**src/rtl/sel_sched_pkg.sv**
```systemverilog
// Shared types and helpers for the sel_rr_sched round-robin scheduler.
package sel_sched_pkg;

    typedef enum logic [1:0] {
        IDLE  = 2'd0,
        GRANT = 2'd1,
        GAP   = 2'd2
    } state_t;

    // Lane index + 1, wrapping n-1 back to 0.
    function automatic int unsigned wrap_inc(input int unsigned idx, input int unsigned n);
        return (idx + 32'd1 >= n) ? 32'd0 : idx + 32'd1;
    endfunction

endpackage

```
**src/rtl/sel_rr_pick.sv**
```systemverilog
// Combinational rotate-priority picker: first requesting lane at or after i_ptr, with wrap.
module sel_rr_pick #(
    parameter  int unsigned NREQ = 4,
    localparam int unsigned SELW = $clog2(NREQ)
) (
    input  logic [NREQ-1:0] i_req,
    input  logic [SELW-1:0] i_ptr,
    output logic            o_found_c,
    output logic [SELW-1:0] o_idx_c
);

    localparam int unsigned SW1 = SELW + 1;

    logic [SW1-1:0] w_lane;

    always_comb begin
        o_found_c = 1'b0;
        o_idx_c   = '0;
        w_lane    = '0;
        for (int unsigned i = 0; i < NREQ; i++) begin
            w_lane = {1'b0, i_ptr} + SW1'(i);
            if (w_lane >= SW1'(NREQ)) begin
                w_lane = w_lane - SW1'(NREQ);
            end
            if (!o_found_c && i_req[w_lane[SELW-1:0]]) begin
                o_found_c = 1'b1;
                o_idx_c   = w_lane[SELW-1:0];
            end
        end
    end

endmodule

```
**src/rtl/sel_rr_sched.sv**
```systemverilog
// Round-robin grant scheduler driving a registered lane index; parks the index when idle.
// Optional SEL_SCHED_LOCK_EN adds a lock input that suppresses the hold timeout.
module sel_rr_sched
    import sel_sched_pkg::*;
#(
    parameter  int unsigned NREQ     = 4,
    parameter  int unsigned MAX_HOLD = 8,
    localparam int unsigned SELW     = $clog2(NREQ)
) (
    input  logic            clk,
    input  logic            rst_n,
    input  logic            req [NREQ],
    input  logic            done,
`ifdef SEL_SCHED_LOCK_EN
    input  logic            lock,
`endif
    output logic            gnt_vld,
    output logic [SELW-1:0] gnt_sel,
    output logic [NREQ-1:0] gnt_onehot
);

    localparam int unsigned          HCW      = (MAX_HOLD > 1) ? $clog2(MAX_HOLD) : 1;
    localparam logic [HCW-1:0]       HOLD_TOP = HCW'(MAX_HOLD - 1);

    state_t          r_state, w_state_nxt;
    logic            r_vld, w_vld_nxt;
    logic [SELW-1:0] r_sel, w_sel_nxt;
    logic [NREQ-1:0] r_onehot, w_onehot_nxt;
    logic [SELW-1:0] r_ptr, w_ptr_nxt;
    logic [HCW-1:0]  r_hold, w_hold_nxt;

    logic [NREQ-1:0] w_req_vec;
    logic            w_found;
    logic [SELW-1:0] w_idx;
    logic            w_timeout;
    logic            w_release;

    always_comb begin
        w_req_vec = '0;
        for (int unsigned i = 0; i < NREQ; i++) begin
            w_req_vec[i] = req[i];
        end
    end

    sel_rr_pick #(.NREQ(NREQ)) u_pick (
        .i_req     (w_req_vec),
        .i_ptr     (r_ptr),
        .o_found_c (w_found),
        .o_idx_c   (w_idx)
    );

`ifdef SEL_SCHED_LOCK_EN
    assign w_timeout = (r_hold == HOLD_TOP) && !lock;
`else
    assign w_timeout = (r_hold == HOLD_TOP);
`endif
    assign w_release = done || !w_req_vec[r_sel] || w_timeout;

    always_ff @(posedge clk or negedge rst_n) begin
        if (!rst_n) begin
            r_state  <= IDLE;
            r_vld    <= 1'b0;
            r_sel    <= '0;
            r_onehot <= '0;
            r_ptr    <= '0;
            r_hold   <= '0;
        end else begin
            r_state  <= w_state_nxt;
            r_vld    <= w_vld_nxt;
            r_sel    <= w_sel_nxt;
            r_onehot <= w_onehot_nxt;
            r_ptr    <= w_ptr_nxt;
            r_hold   <= w_hold_nxt;
        end
    end

    // Arbitrate in IDLE/GAP; in GRANT count hold cycles and release on done/withdraw/timeout.
    always_comb begin
        w_state_nxt  = r_state;
        w_vld_nxt    = r_vld;
        w_sel_nxt    = r_sel;
        w_onehot_nxt = r_onehot;
        w_ptr_nxt    = r_ptr;
        w_hold_nxt   = r_hold;
        case (r_state)
            IDLE, GAP: begin
                if (w_found) begin
                    w_state_nxt  = GRANT;
                    w_vld_nxt    = 1'b1;
                    w_sel_nxt    = w_idx;
                    w_onehot_nxt = NREQ'(1) << w_idx;
                    w_hold_nxt   = '0;
                end else begin
                    w_state_nxt  = IDLE;
                end
            end
            GRANT: begin
                if (w_release) begin
                    w_state_nxt  = GAP;
                    w_vld_nxt    = 1'b0;
                    w_onehot_nxt = '0;
                    w_ptr_nxt    = SELW'(wrap_inc(32'(r_sel), NREQ));
                end else if (r_hold != HOLD_TOP) begin
                    w_hold_nxt   = r_hold + HCW'(1);
                end
            end
            default: begin
                w_state_nxt  = IDLE;
                w_vld_nxt    = 1'b0;
                w_onehot_nxt = '0;
            end
        endcase
    end

    assign gnt_vld    = r_vld;
    assign gnt_sel    = r_sel;
    assign gnt_onehot = r_onehot;

endmodule
```
**config.mk**
```make
export PLATFORM = sky130hd
export DESIGN_NAME = sel_rr_sched
export DESIGN_NICKNAME = d
export VERILOG_FILES = /design/src/rtl/sel_sched_pkg.sv /design/src/rtl/sel_rr_pick.sv /design/src/rtl/sel_rr_sched.sv
export SDC_FILE = /design/constraint.sdc
export NUM_CORES = 1
export LEC_CHECK = 0
export ABC_AREA = 1
export BUFFER_PORTS_ARGS = -buffer_cell sky130_fd_sc_hd__buf_2
export CAP_MARGIN = 10
export CORE_ASPECT_RATIO = 0.8
export CORE_MARGIN = 5
export CORE_UTILIZATION = 28
export DETAILED_ROUTE_END_ITERATION = 7
export PLACE_DENSITY = 0.48
export REMOVE_ABC_BUFFERS = 1
export SLEW_MARGIN = 40
export SYNTH_ARGS = -nofsm -noshare
export SYNTH_HDL_FRONTEND = slang
export SYNTH_HIERARCHICAL = 1
export SYNTH_SLANG_ARGS = --single-unit
```
**constraint.sdc**
```tcl
create_clock -name clk -period 2.47 [get_ports clk]
set_input_delay 0.247 -clock clk [delete_from_list [all_inputs] [get_ports clk]]
set_output_delay 0.247 -clock clk [all_outputs]
set_load 0.05 [all_outputs]
```
# Word-level counts from Yosys, hierarchy flattened
# Index checks and enable logic that the tools add are counted.
# totals
wordCells	86
rom_bits	0
latchBits	0
in_bits	7
out_inout_bits	7
memories	0
ramBits	0
ff_bits	14
# classes
shift	1
mux	36
n_div	0
eq_ne	8
multipliers	0
n_lt_le_gt_ge	10
bitwise	0
addsub	9
reduce_logical	16
# op_table
operator	n
2-to-1 mux 2 bit	10
< comparator 2 x 3 -> 1 bit (second input constant)	5
>= comparator 3 bit (second input constant)	4
2-to-1 mux 1 bit	12
binary-select mux 1 bit (select 2 bit)	5
2-to-1 mux 3 bit	3
2-to-1 mux 4 bit	2
case mux 4 bit (2 select lines)	1
subtractor 2 x 1 -> 2 bit (second input constant)	4
adder 2 x 1 -> 3 bit (second input constant)	2
adder 2 x 2 -> 3 bit (second input constant)	2
!= test 2 bit (second input constant)	3
case mux 3 bit (2 select lines)	1
AND reduction 2 bit	3
logical NOT 1 bit	4
case mux 2 bit (2 select lines)	1
AND reduction 4 bit	1
<< shifter 1 x 2 -> 4 bit (first input constant)	1
adder 3 x 1 -> 3 bit (second input constant)	1
== test 3 bit (second input constant)	1
>= comparator 2 x 3 -> 1 bit (second input constant)	1
logical AND 1 bit	3
!= test 3 bit (second input constant)	1
== test 2 x 1 -> 1 bit (second input constant)	1
7 further kinds	8

# Longest topological paths before layout
# Gate-level depths: netlist of the first run.
# logic_depth
ltp_word	17
ltp_mapped	13
mapped_depth_nobuf	13

# Hierarchy
# Netlist of the first run, hierarchy kept.
# modules_own_cells
mod	n_inst	cells_per_inst	area_each_um2	seq_area_each_um2
sel_rr_sched	1	79	713.2	350.3
sel_rr_pick	1	59	319.1	0.0

# Worst setup path before layout of the first run
# Ideal clock, no wire load.
# synth_timing
kind	register to register
start	register r_ptr[0]
end	register r_hold[0]
t_required_ps	2353
period_less_slack_ps	1616
setup_time_ps	117
arrival_time_ps	1499
n_path_buf	1
setup_slack_ps	854
path_stages_with_launch	11
cell_sequence	dfrtp_1 -> buf_6 -> nand2_1 -> nand2_4 -> o21ai_1 -> nand3b_1 -> inv_1 -> nor2_2 -> inv_2 -> nand3_1 -> nand2_1
# synth_between
elab_chain_cells	16
word_cells_on_any_way	35
cone_classes	add/sub: 7; order compare: 4; eq/ne: 1; mux: 16; reduce/logical: 7
# synth_lines
element	line	rtl
from (decl)	sel_rr_sched.sv:29	logic [SELW-1:0] r_ptr, w_ptr_nxt;
from (signal assigned)	sel_rr_sched.sv:72	r_ptr <= w_ptr_nxt;
parallel branches: the longest is 13 deep, another holds adder 2 x 1 -> 3 bit	--	
2-to-1 mux 1 bit *	sel_rr_pick.sv:25	if (!o_found_c && i_req[w_lane[SELW-1:0]]) begin
via w_found	sel_rr_sched.sv:33	logic w_found;
!= test 2 x 1 -> 1 bit (no line) *	--	
AND reduction 4 bit (no line) *	--	
to (signal assigned)	sel_rr_sched.sv:73	r_hold <= w_hold_nxt;
to (decl)	sel_rr_sched.sv:30	logic [HCW-1:0] r_hold, w_hold_nxt;
# Mark *: on every way through the listed nets, which the timed path passes. The select of a mux whose other input is x is not followed.
# A chain may end at the register's enable or synchronous reset.

# Worst setup path in the final report of the first run
# Same ends and word-level chain as after synthesis.

==> results summary, run 1 <==
The number of vias in the routed layout came out at 835. The routed length per instance came out at 10.70 µm. Dividing the final minimum period by the clock period gives 81.39%. The die area is 5008 µm².

The post-route antenna net violation count is 0. The number of nets in the finished design is 166. The number of optimization iterations in the first detailed-route pass is 4. The power after layout is 1.765 mW. The portion of the post-synthesis area used by sequential elements is 33.94%. With fillers left out, the area of the finished cells amounts to 1204 µm². The congestion estimate from routability-driven global placement came to 0.8102. The startpoint of the lowest-slack register-to-register path is r_ptr[0].

The floorplan die height came out at 64.31 µm. For hold timing, the worst endpoint is r_state[0]. The maximum number of buffers from clock root to sink is 2. The startpoint identified for the worst hold timing path is done.

The number of failing hold endpoints at the final stage is 0. The fmax is 497.4 MHz. The area share of the largest cell type after synthesis is 33.94%. The final instance count without filler cells is 197. The maximum number of pins on one net before global-route repair came out at 15.

The number of fill cells in the layout is 365. The internal power summed over all cells is 810.4 µW. The worst reg2reg path depth is 11. After floorplanning, the core was divided into 19 placement rows.

The shortest period the worst path allows came out at 2010 ps. Measured on the finished design, the core utilization comes to 34.44%. The number of I/O port buffers is 13. The count of pins on the block boundary is 14.

The flow ran to the end, and the final reports show no timing, DRC or antenna violations. The part of the total power dissipated in sequential elements is 24.3%. The sum of negative setup slack came out at 0 ps. The number of warnings printed during yosys synthesis is 6. The global-route wire length before repair is 3.795 mm. The worst hold path belongs to the class primary input to register. The part of the total power dissipated in combinational logic came out at 63.1%. The total number of clock tree sinks came out at 14.

The cell sitting at the root of the clock tree is a sky130_fd_sc_hd__clkbuf_8. The number of synthesized flops with an enable pin came out at 0. The most instantiated library cell after synthesis is sky130_fd_sc_hd__nand2_1. The max-slew headroom at the worst pin came out at 70.15%. Clock skew on the completed layout was measured at 2.427 ps. The setup check on the worst reg-to-reg path leaves a slack of 460 ps. The most common flop cell mapped by yosys is sky130_fd_sc_hd__dfrtp_1. CTS built an H-tree with a depth of 1. The share of total power consumed by net switching is 54.09%. The effective utilization at floorplan came out at 29.54%.

The area of the multi-input gates came out at 599.3 µm². For this block, the initial DRC count from the detailed router was 31. The required time of the worst setup path came out at 2650 ps. The placed cell count came out at 192. After synthesis the netlist holds a flip-flop and latch count of 14. For this design the ratio of total power to cell area is 1467 nW/µm².

Buffers added to address setup during post-CTS repair amount to 0. The cell area after synthesis is 1032 µm². TritonCTS built the clock tree. The wire length on met2 came out at 925 µm. In this run the critical register-to-register path is captured at r_hold[0].

The count of different cell masters after synthesis is 21. In the final routing, the length of wire on met1 measures 1.087 mm. The residual DRC count came out at 0.

The sum of met3 wire segment lengths after detailed routing is 90 µm. Yosys attributes the largest share of cell area to sky130_fd_sc_hd__dfrtp_1 (34%), sky130_fd_sc_hd__nand2_1 (17%), sky130_fd_sc_hd__nand2_2 (8.5%), sky130_fd_sc_hd__nand3_1 (5.8%), sky130_fd_sc_hd__nand2_4 (5.5%). The via count of the first global-routing pass came out at 866. The area overhead of the layout relative to synthesis came out at 16.61%.

The post-synthesis cell count is 138. The post-CTS resize count came out at 0. The worst setup path is captured at a register.

The half-perimeter wire length after placement came out at 1.702 mm. The clock network accounts for 12.6% of the total power. The signal arrival time at the worst endpoint is 2190 ps. The initial antenna violation count is 0. Clock-pin slew was measured on the worst setup and hold paths at 60 ps.

The share of flip-flops with an asynchronous set or reset after synthesis came out at 100.0%. The number of CTS-inserted buffers is 3. By startpoint and endpoint, the worst setup path is classified as register to register. Setup repair after global routing left no endpoint under its margin. STA classifies the critical path startpoint as a register. The aggregate global routing overflow is 0. The leakage power figure is 0.6711 nW. The worst-case vdd ir drop came out at 492.6 µV.

Summed over all nets, the switching power comes to 954.8 µW. The number of max-capacitance violations reported is 0. The worst-skew pair later-pin latency is 240 ps. The combined flip-flop and latch cell area came out at 350.3 µm². Summed over all layers, the routed wires come to 2.108 mm. 0 antenna diodes ended up in the layout. The floorplan step set the die width to 77.89 µm. After synthesis, the mean cell area works out to 7.480 µm².

Summed over all instances, the cell type with the most area after synthesis is sky130_fd_sc_hd__dfrtp_1. The number of setup violations in the final report came out at 0. After synthesis, the most frequently instantiated cells are sky130_fd_sc_hd__nand2_1 (47), sky130_fd_sc_hd__dfrtp_1 (14), sky130_fd_sc_hd__nand2_2 (14). Along the worst hold path, the cell count comes to 4.

The critical-path maximum fanout came out at 12. The detailed router used layers up to and including met4. In the final layout, the share of cells above drive strength 1 is 34.19%. The mean number of vias per cell is 4.239. The total placed instance area came out at 1139 µm². The total track usage is 9.256%.

After clock tree synthesis, the flow added hold-fix buffers numbering 1. The max-slew violation count came out at 0. The core region is 3495 µm². The transition time of the tightest slew-check pin is 447.8 ps.
==> how the worst max path moves through the flow <==
| stage | from | to |
|---|---|---|
| 5_1_grt | r_ptr[0] | r_hold[1] |
| 3_3_place_gp | r_ptr[0] | r_hold[0] |
| 3_5_place_dp | r_ptr[0] | r_hold[0] |
| 2_1_floorplan | r_ptr[0] | r_hold[0] |
| 4_1_cts | r_ptr[0] | r_hold[0] |
| 6_report | r_ptr[0] | r_hold[0] |
==> sequential cells by signal (all words and copies together) (netlist names) <==
name / flops
gnt_sel: 2
r_ptr: 2
gnt_vld: 1
r_state: 2
gnt_onehot: 4
r_hold: 3
==> power by group through the flow <==
| stage | Combinational, mW | Sequential (mW) | Clock, mW |
|---|---|---|---|
| global route | 1.26 | 0.446 | 0.239 |
| detailed placement | 1.12 | 0.431 | 0 |
| finish | 1.11 | 0.430 | 0.222 |
| floorplan | 0.786 | 0.549 | 0 |
| global placement | 1.11 | 0.430 | 0 |
| CTS | 1.12 | 0.429 | 0.230 |
==> critical path: stages (launching register included) <==
cell and delay [ps]:
sky130_fd_sc_hd__dfrtp_1 620, sky130_fd_sc_hd__inv_2 160, sky130_fd_sc_hd__nand2_4 110, sky130_fd_sc_hd__nand2_4 60, sky130_fd_sc_hd__o21ai_1 200, sky130_fd_sc_hd__nand3b_1 130
sky130_fd_sc_hd__inv_1 60, sky130_fd_sc_hd__nor2_2 270, sky130_fd_sc_hd__inv_2 120, sky130_fd_sc_hd__nand2_4 100, sky130_fd_sc_hd__nand2_1 60, sky130_fd_sc_hd__nand2_1 50
==> metal layers <==
metal | GRT usage (%) | vias to the layer above
met4 | 1.717 | 0
li1 | - | 458
met2 | 13.85 | 10
met5 | 0 | -
met3 | 3.933 | 2
met1 | 12.50 | 365
==> kinds of logic after synthesis <==
| logic type | count (synthesis) | share of synthesized area, % |
|---|---|---|
| simple gates | 96 | 52.00 |
| flops | 14 | 33.94 |
| buf+inv | 20 | 8.000 |
| compound gates | 5 | 2.424 |
| fa+ha+maj | 3 | 3.637 |
==> final cells by class <==
| type | count | share of cell area, % |
|---|---|---|
| clock buffers | 4 | 4.574 |
| repair buffers | 14 | 6.237 |
| well taps | 42 | 4.366 |
| multi-input cells | 104 | 49.79 |
| flip-flops and latches | 14 | 29.11 |
| inverters | 19 | 5.925 |
==> placed cells by master (no fill, tap or decap) <==
| cell type | instances |
|---|---|
| sky130_fd_sc_hd__nand4_1 | 1 |
| sky130_fd_sc_hd__o21ai_0 | 2 |
| sky130_fd_sc_hd__nand3b_1 | 1 |
| sky130_fd_sc_hd__o21ai_1 | 2 |
| sky130_fd_sc_hd__inv_1 | 13 |
| sky130_fd_sc_hd__dfrtp_1 | 14 |
| sky130_fd_sc_hd__ha_1 | 3 |
| sky130_fd_sc_hd__nor2_4 | 1 |
| sky130_fd_sc_hd__nand4_4 | 1 |
| sky130_fd_sc_hd__inv_2 | 6 |
| sky130_fd_sc_hd__clkbuf_8 | 4 |
| sky130_fd_sc_hd__nand3_1 | 12 |
| sky130_fd_sc_hd__nor2_2 | 3 |
| sky130_fd_sc_hd__nor2_8 | 1 |
| sky130_fd_sc_hd__nand3_2 | 5 |
| sky130_fd_sc_hd__or2_1 | 1 |
| sky130_fd_sc_hd__buf_2 | 13 |
| sky130_fd_sc_hd__nand2_1 | 47 |
| sky130_fd_sc_hd__dlygate4sd3_1 | 1 |
| sky130_fd_sc_hd__nor2_1 | 4 |
| sky130_fd_sc_hd__a21oi_1 | 1 |
| sky130_fd_sc_hd__nand2_4 | 5 |
| sky130_fd_sc_hd__nand2_2 | 14 |
==> stage by stage <==
step / hold slack (ps) / worst slack (ps)
global route: 384.8 / 229.7
detailed placement: 168.6 / 478.6
floorplan: -48.59 / 719.8
CTS: 377.3 / 477.3
global placement: 157.5 / 565.5
finish: 375.3 / 459.7
Note: power is estimated with default switching activity, not from simulation.
==> run 2, diff against run 1 <==
Clock period 2.47 ns to 2 ns, I/O delays scaled along.
==> run 2 against run 1 <==
Compared with the run above:
- sequential share of layout area down 0.18 points
- global-route usage up 0.40 points
- flip-flop and latch count unchanged
- critical path type unchanged
- count of clock-buffer cells in the layout unchanged
- total power up 24%
- setup slack worse by 250 ps
- die area unchanged
==> results summary, run 2 (synthesis gave the netlist of run 1 again) <==
In this run the number of H-tree levels came out at 1. In this run the remaining antenna-violating nets after routing total 0. During placement, the flow inserted port buffers numbering 13. The leakage power figure came out at 0.6761 nW. The fmax came out at 558.1 MHz.

The number of failing hold endpoints at the final stage is 0. TritonCTS built the clock tree. The flop-to-flop setup slack is 210 ps. The placed cell count is 193. STA classifies the critical path endpoint as a register. The global placer's final weighted congestion came out at 0.8053. The highest cell delay on the worst timing path is 400 ps. The first global-routing pass estimated 3.898 mm of wire. The overall die width came out at 77.89 µm.

The run finished with clean final reports. The sum of negative setup slack is 0 ps. IR analysis of the VDD net gives a maximum drop of 617.7 µV. 0 antenna diodes ended up in the layout.

The register with the most flip-flops in the layout has 4 of them. The floorplan die height is 64.31 µm. The die area came out at 5008 µm². Timing analysis after detailed placement gives a worst setup slack of 199.7 ps. STA classifies the critical path startpoint as a register. The path class of the tightest hold or removal check is primary input to register. The number of setup violations in the final report came out at 0. The final instance count without filler cells is 198. The worst setup skew after layout is 3.538 ps. Post-CTS repair changed the size of 0 cells. The max-slew violation count is 0.

The final standard cell area without fillers is 1211 µm². STA puts the critical path data required time at 2140 ps. The library cell used most frequently in the layout, excluding fill and tap cells, is sky130_fd_sc_hd__nand2_1. The total number of clock tree sinks came out at 14. The signal on the critical path passes through buf_4, nand2_2, nand2_2, nand2_1, o21ai_1, nand3b_1, inv_1, nor2_2, inv_2, nand3_1, nand2_1. The via count of the first global-routing pass was 852. The total area inside the core boundary comes to 3495 µm².

The signal arrival time at the worst endpoint is 1930 ps. The startpoint of the tightest hold check path is done. The wire-length estimate of the detail-placed layout is 1.742 mm. The launching element of the worst setup path is r_ptr[0]. The post-CTS clock slew at the launch and capture registers of the worst setup and hold paths is 60 ps.

The worst register-to-register path begins at r_ptr[0]. Setup repair after global routing left no endpoint under its margin. The shortest period the worst path allows is 1792 ps. The initial antenna violation count is 0.

The utilization of the core after routing is 34.66%. The worst setup path is of the register to register kind. The final period utilization came out at 89.59%. After detailed routing, the number of remaining DRC violations is 0. The total placed instance area is 1146 µm². The number of optimization iterations in the first detailed-route pass is 4.

The clock passes through at most 2 buffers. Once the clock tree was built, the setup fixing pass inserted 0 buffers. The slack of the critical path came out at 208.2 ps. The slowest stage of the critical path is the sky130_fd_sc_hd__dfrtp_1 cell. In the layout the commonest cells are sky130_fd_sc_hd__nand2_1 (47), sky130_fd_sc_hd__nand2_2 (14), sky130_fd_sc_hd__dfrtp_1 (14), sky130_fd_sc_hd__inv_1 (13), sky130_fd_sc_hd__buf_2 (13). The final hold slack is 324.2 ps. Compared with the post-synthesis result, the final layout area differs by 17.33%.

Global routing consumed, over all layers together, 9.658% of the routing resources. The number of nets in the finished design came out at 167. The number of CTS-inserted buffers came out at 3. Along the worst path, the maximum fanout reaches 9.

The worst-skew pair later-pin latency came out at 250 ps. The master cell of the clock root buffer is sky130_fd_sc_hd__clkbuf_8. The mean number of vias per cell is 4.333. The number of design-rule violations left by the first detailed-router iteration came out at 40.

Entering global routing, the biggest net connects 15 pins. Total power for the finished layout comes to 2.198 mW. The number of vias in the routed layout is 858. The total routed wirelength came out at 2.163 mm. Of the cells placed in the final design, the portion with a size suffix greater than 1 is 34.62%. After detailed routing, the average wire length per cell comes to 10.92 µm. The max-slew headroom at the worst pin is 77.64%. Once the floorplan was initialized, standard cells occupied 29.54% of the core. The number of max-capacitance violations reported is 0.

For the pin with the worst max-slew slack, the measured transition is 335.0 ps. The power per unit of standard cell area is 1815 nW/µm². The aggregate global routing overflow came out at 0.

The count of pins on the block boundary is 14. The row count came out at 19.
-- run 2: cell count changes in the layout (fill, tap and decap cells not counted) --
cell	previous run	this run
sky130_fd_sc_hd__buf_4	0	1
-- run 2: cell type report --
cell class | instances | area, µm²
inverters | 19 | 71.32
flip-flops and latches | 14 | 350.3
multi-input cells | 104 | 599.3
well taps | 42 | 52.55
fillers | 370 | 2283
clock buffers | 4 | 55.05
repair buffers | 15 | 82.58
-- run 2: worst paths after layout --
check | end | depth (start not counted)
setup / recovery | r_hold[1] | 11
hold / removal | r_state[0] | 4
setup reg to reg | r_hold[1] | 11
hold reg to reg | gnt_onehot[2] | 2
max in group asynchronous | r_ptr[1] | 2
min in group asynchronous | gnt_onehot[3] | 2
-- run 2: repair_timing --
item | 4_1_cts | 5_1_grt
endpoints found under the setup margin | 0 | 0
hold endpoints to repair | 14 | 0
hold buffers | 1 | 0
-- run 2: metal layers --
layer | share of wire [%] | vias up | track usage [%] | wire length (µm)
met3 | 6.1 | 2 | 3.652 | 131
met1 | 50 | 375 | 13.23 | 1090
met5 | 0 | - | 0 | 0
met4 | 0.88 | 0 | 3.863 | 19
li1 | - | 461 | - | -
met2 | 43 | 20 | 13.54 | 922
-- run 2: worst max-delay path, delay by kind of cell, from the launching register on --
| kind | cells | cell delay (ps) |
|---|---|---|
| compound gates | 1 | 100 |
| simple gates | 7 | 790 |
| buf+inv | 3 | 400 |
| flops | 1 | 400 |
-- run 2: report_power, final --
group	total (mW)	switching (mW)	leakage, nW	internal (mW)
Combinational	1.42	0.974	0.467	0.444
Clock	0.278	0.104	0.0288	0.174
Sequential	0.502	0.106	0.180	0.396
==> run 3, diff against run 2 <==
Settings changed: PLACE_DENSITY 0.48 to 0.49.
Clock period 2 ns to 1.6 ns, I/O delays scaled along.
==> run 3 against run 2 <==
Compared with the run above:
- combinational power grew 68%
- hold slack lost 33 ps
- first-iteration DRC count shrank 33%
==> results summary, run 3 (synthesis gave the netlist of run 1 again) <==
For this run, the top clock speed supported by timing is 638.0 MHz. The residual DRC count is 0. The number of nets in the finished design is 174. The required time of the worst setup path is 1740 ps. The signal arrival time at the worst endpoint came out at 1710 ps. The number of failing hold endpoints at the final stage came to 0. The shortest period the worst path allows came out at 1567 ps. The setup check on the worst reg-to-reg path leaves a slack of 30 ps.

The type of element launching the critical path is a register. The post-route netlist has 57.06% of its cells at a drive strength greater than 1. The internal power summed over all cells came out at 1.585 mW. The critical-path maximum fanout is 8. Setup repair after global routing could not meet its margin everywhere. The leakage power figure is 0.7636 nW. The final critical path takes up 97.97% of the cycle. The post-route antenna net violation count is 0. The worst register-to-register path begins at r_ptr[0]. The mean number of vias per cell is 4.385. The initial antenna violation count is 0. CTS placed an instance of sky130_fd_sc_hd__clkbuf_8 at the clock tree root.

Of the total power, the share spent switching nets is 53.14%. The clock network burns 10.4% of the power. Max-cap violations in this run came to 0. Walking the worst path, the cells encountered are buf_8, nand2_4, nand2_4, nand2_4, nand2_4, nor2_4, nand3b_1, inv_2, nor2_4, inv_4, nand2_4, nand2_1, nand2_1. The highest cell delay on the worst timing path is 450 ps.

The number of CTS-inserted buffers is 3. The number of design-rule violations left by the first detailed-router iteration is 27. The hold-critical path endpoint is r_state[0]. The worst setup skew after layout is 2.773 ps. The number of setup violations in the final report is 0. The total routed wirelength came out at 2.268 mm. The power per unit of standard cell area came out at 2357 nW/µm².

CTS built an H-tree with a depth of 1. The part of the total power dissipated in combinational logic is 70.5%. Counting along the longest clock path gives a buffer depth of 2.

The routed length per instance came out at 11.06 µm. The row count is 19. Global routing used 14.27% of the available met2 tracks. The worst-skew pair later-pin latency is 250 ps.

In this run the worst hold path is classified as primary input to register. The number of vias in the routed layout is 899. For this design the total switching power over the nets is 1.798 mW. The tightest hold path in the finished design has a slack of 291.6 ps. The max-slew headroom at the worst pin came out at 78.66%. The worst reg2reg path depth came out at 13.

The kind of cell with the highest combined delay on the critical path is simple AND/OR/NAND/NOR gates. The number of fill cells in the layout is 363. For met1 alone, demand over resource in global routing was 12.32%. The slowest stage of the critical path belongs to the cell sky130_fd_sc_hd__dfrtp_2.

The worst flop-to-flop path endpoint is r_hold[0]. Pin placement for this block handled 14 I/O pins. Leaving out fill and tap cells, the most frequent cell in the layout is sky130_fd_sc_hd__nand2_1.

After global routing, the most crowded layer is met2. The HPWL after detailed placement is 1.750 mm. The flip-flop count of the largest register after layout came out at 4. The max-slew violation count came out at 0. The total number of clock tree sinks is 14. The TritonCTS clock tree is yes.

The aggregate global routing overflow came out at 0. The number of optimization iterations in the first detailed-route pass is 4. The flow ran to the end, and the final reports show no timing, DRC or antenna violations. The worst setup path is captured at a register. The class of the most critical setup path is register to register. The part of the total power dissipated in sequential elements is 19.1%. The total track usage is 9.429%.

The worst-case vdd ir drop is 979.5 µV. The post-CTS clock slew at the launch and capture registers of the worst setup and hold paths is 60 ps. The final antenna diode count is 0. The via count of the first global-routing pass is 851.

The area of the core came out at 3495 µm². The number of I/O port buffers came out at 13. The cell repeated most along the worst path is sky130_fd_sc_hd__nand2_4. The worst hold path cell count is 4.

The library cells used most frequently in the layout, excluding fill and tap cells, are sky130_fd_sc_hd__nand2_1 (32), sky130_fd_sc_hd__nand2_2 (21), sky130_fd_sc_hd__nand2_4 (13), sky130_fd_sc_hd__buf_2 (13), sky130_fd_sc_hd__dfrtp_1 (12). The effective utilization at floorplan is 29.54%. At the pin with the least slew margin, the transition time is 320.1 ps. The die area came out at 5008 µm².

The overall die width came out at 77.89 µm. The congestion estimate from routability-driven global placement came to 0.8379. The met3 layer usage reported by global route is 3.933%. The startpoint identified for the worst hold timing path is done. The worst path buffer plus inverter count is 3. The floorplan die height came out at 64.31 µm. The area overhead of the layout relative to synthesis came out at 39.03%. Measured on the finished design, the core utilization comes to 41.07%. Entering global routing, the biggest net connects 15 pins. The first global-routing pass estimated 3.801 mm of wire.
[run 3: cell count changes in the layout (fill, tap and decap cells not counted), sizes merged]
cell	delta
buf	+7
inv	-1
clkinv	+1
[run 3: layout make-up]
type | instances | area (µm²) | area share, %
clock buffers | 4 | 55.05 | 3.836
inverters | 19 | 83.83 | 5.841
multi-input cells | 104 | 740.7 | 51.61
flip-flops and latches | 14 | 352.8 | 24.59
well taps | 42 | 52.55 | 3.662
repair buffers | 22 | 150.1 | 10.46
[run 3: what timing repair did]
| action | CTS | global route |
|---|---|---|
| hold buffers | 1 | 0 |
| gates cloned | 0 | 0 |
| pin swaps | 6 | 20 |
| endpoints found under the hold margin | 14 | 0 |
| setup endpoints to repair | 7 | 11 |
| gates resized for setup | 6 | 48 |
| setup buffers | 2 | 1 |
[run 3: worst max path at each step]
stage,startpoint,to,slack (ps),cells past startpoint
floorplan,r_ptr[0],r_hold[0],-150,10
global placement,r_ptr[0],gnt_sel[0],-40,11
detailed placement,r_ptr[0],r_hold[0],-8,13
CTS,r_ptr[0],r_hold[2],-20,13
global route,r_ptr[0],r_hold[0],-70,13
finish,r_ptr[0],r_hold[0],30,13
[run 3: worst min-delay path: cells and delay by family]
kind,cells,cell delay [ps]
buffers and inverters,1,80
and+or+nand+nor,3,240
[run 3: through the flow]
step	setup TNS, ps	instances	power [mW]	instance area (µm²)	worst slack (ps)
global placement	-39.12	197	2.475	1176	-39.12
global route	-440.9	205	3.697	1435	-66.54
CTS	-52.77	204	2.922	1266	-16.96
detailed placement	-27.10	197	2.494	1176	-8.480
finish	0	205	3.383	1435	32.52
floorplan	-703.3	137	2.060	1021	-150.2
[run 3: per-layer routing]
metal	vias up	part of all wire, %
met3	2	5.4
met1	401	48
met4	0	0.53
met2	17	46
li1	479	-
met5	-	0
[run 3: power groups by stage]
stage	sequential (mW)	combinational, mW	clock, mW
after floorplan	0.847	1.21	0
after global placement	0.619	1.86	0
after detailed placement	0.625	1.87	0
after CTS	0.631	1.93	0.363
after global routing	0.668	2.66	0.371
final	0.647	2.39	0.351
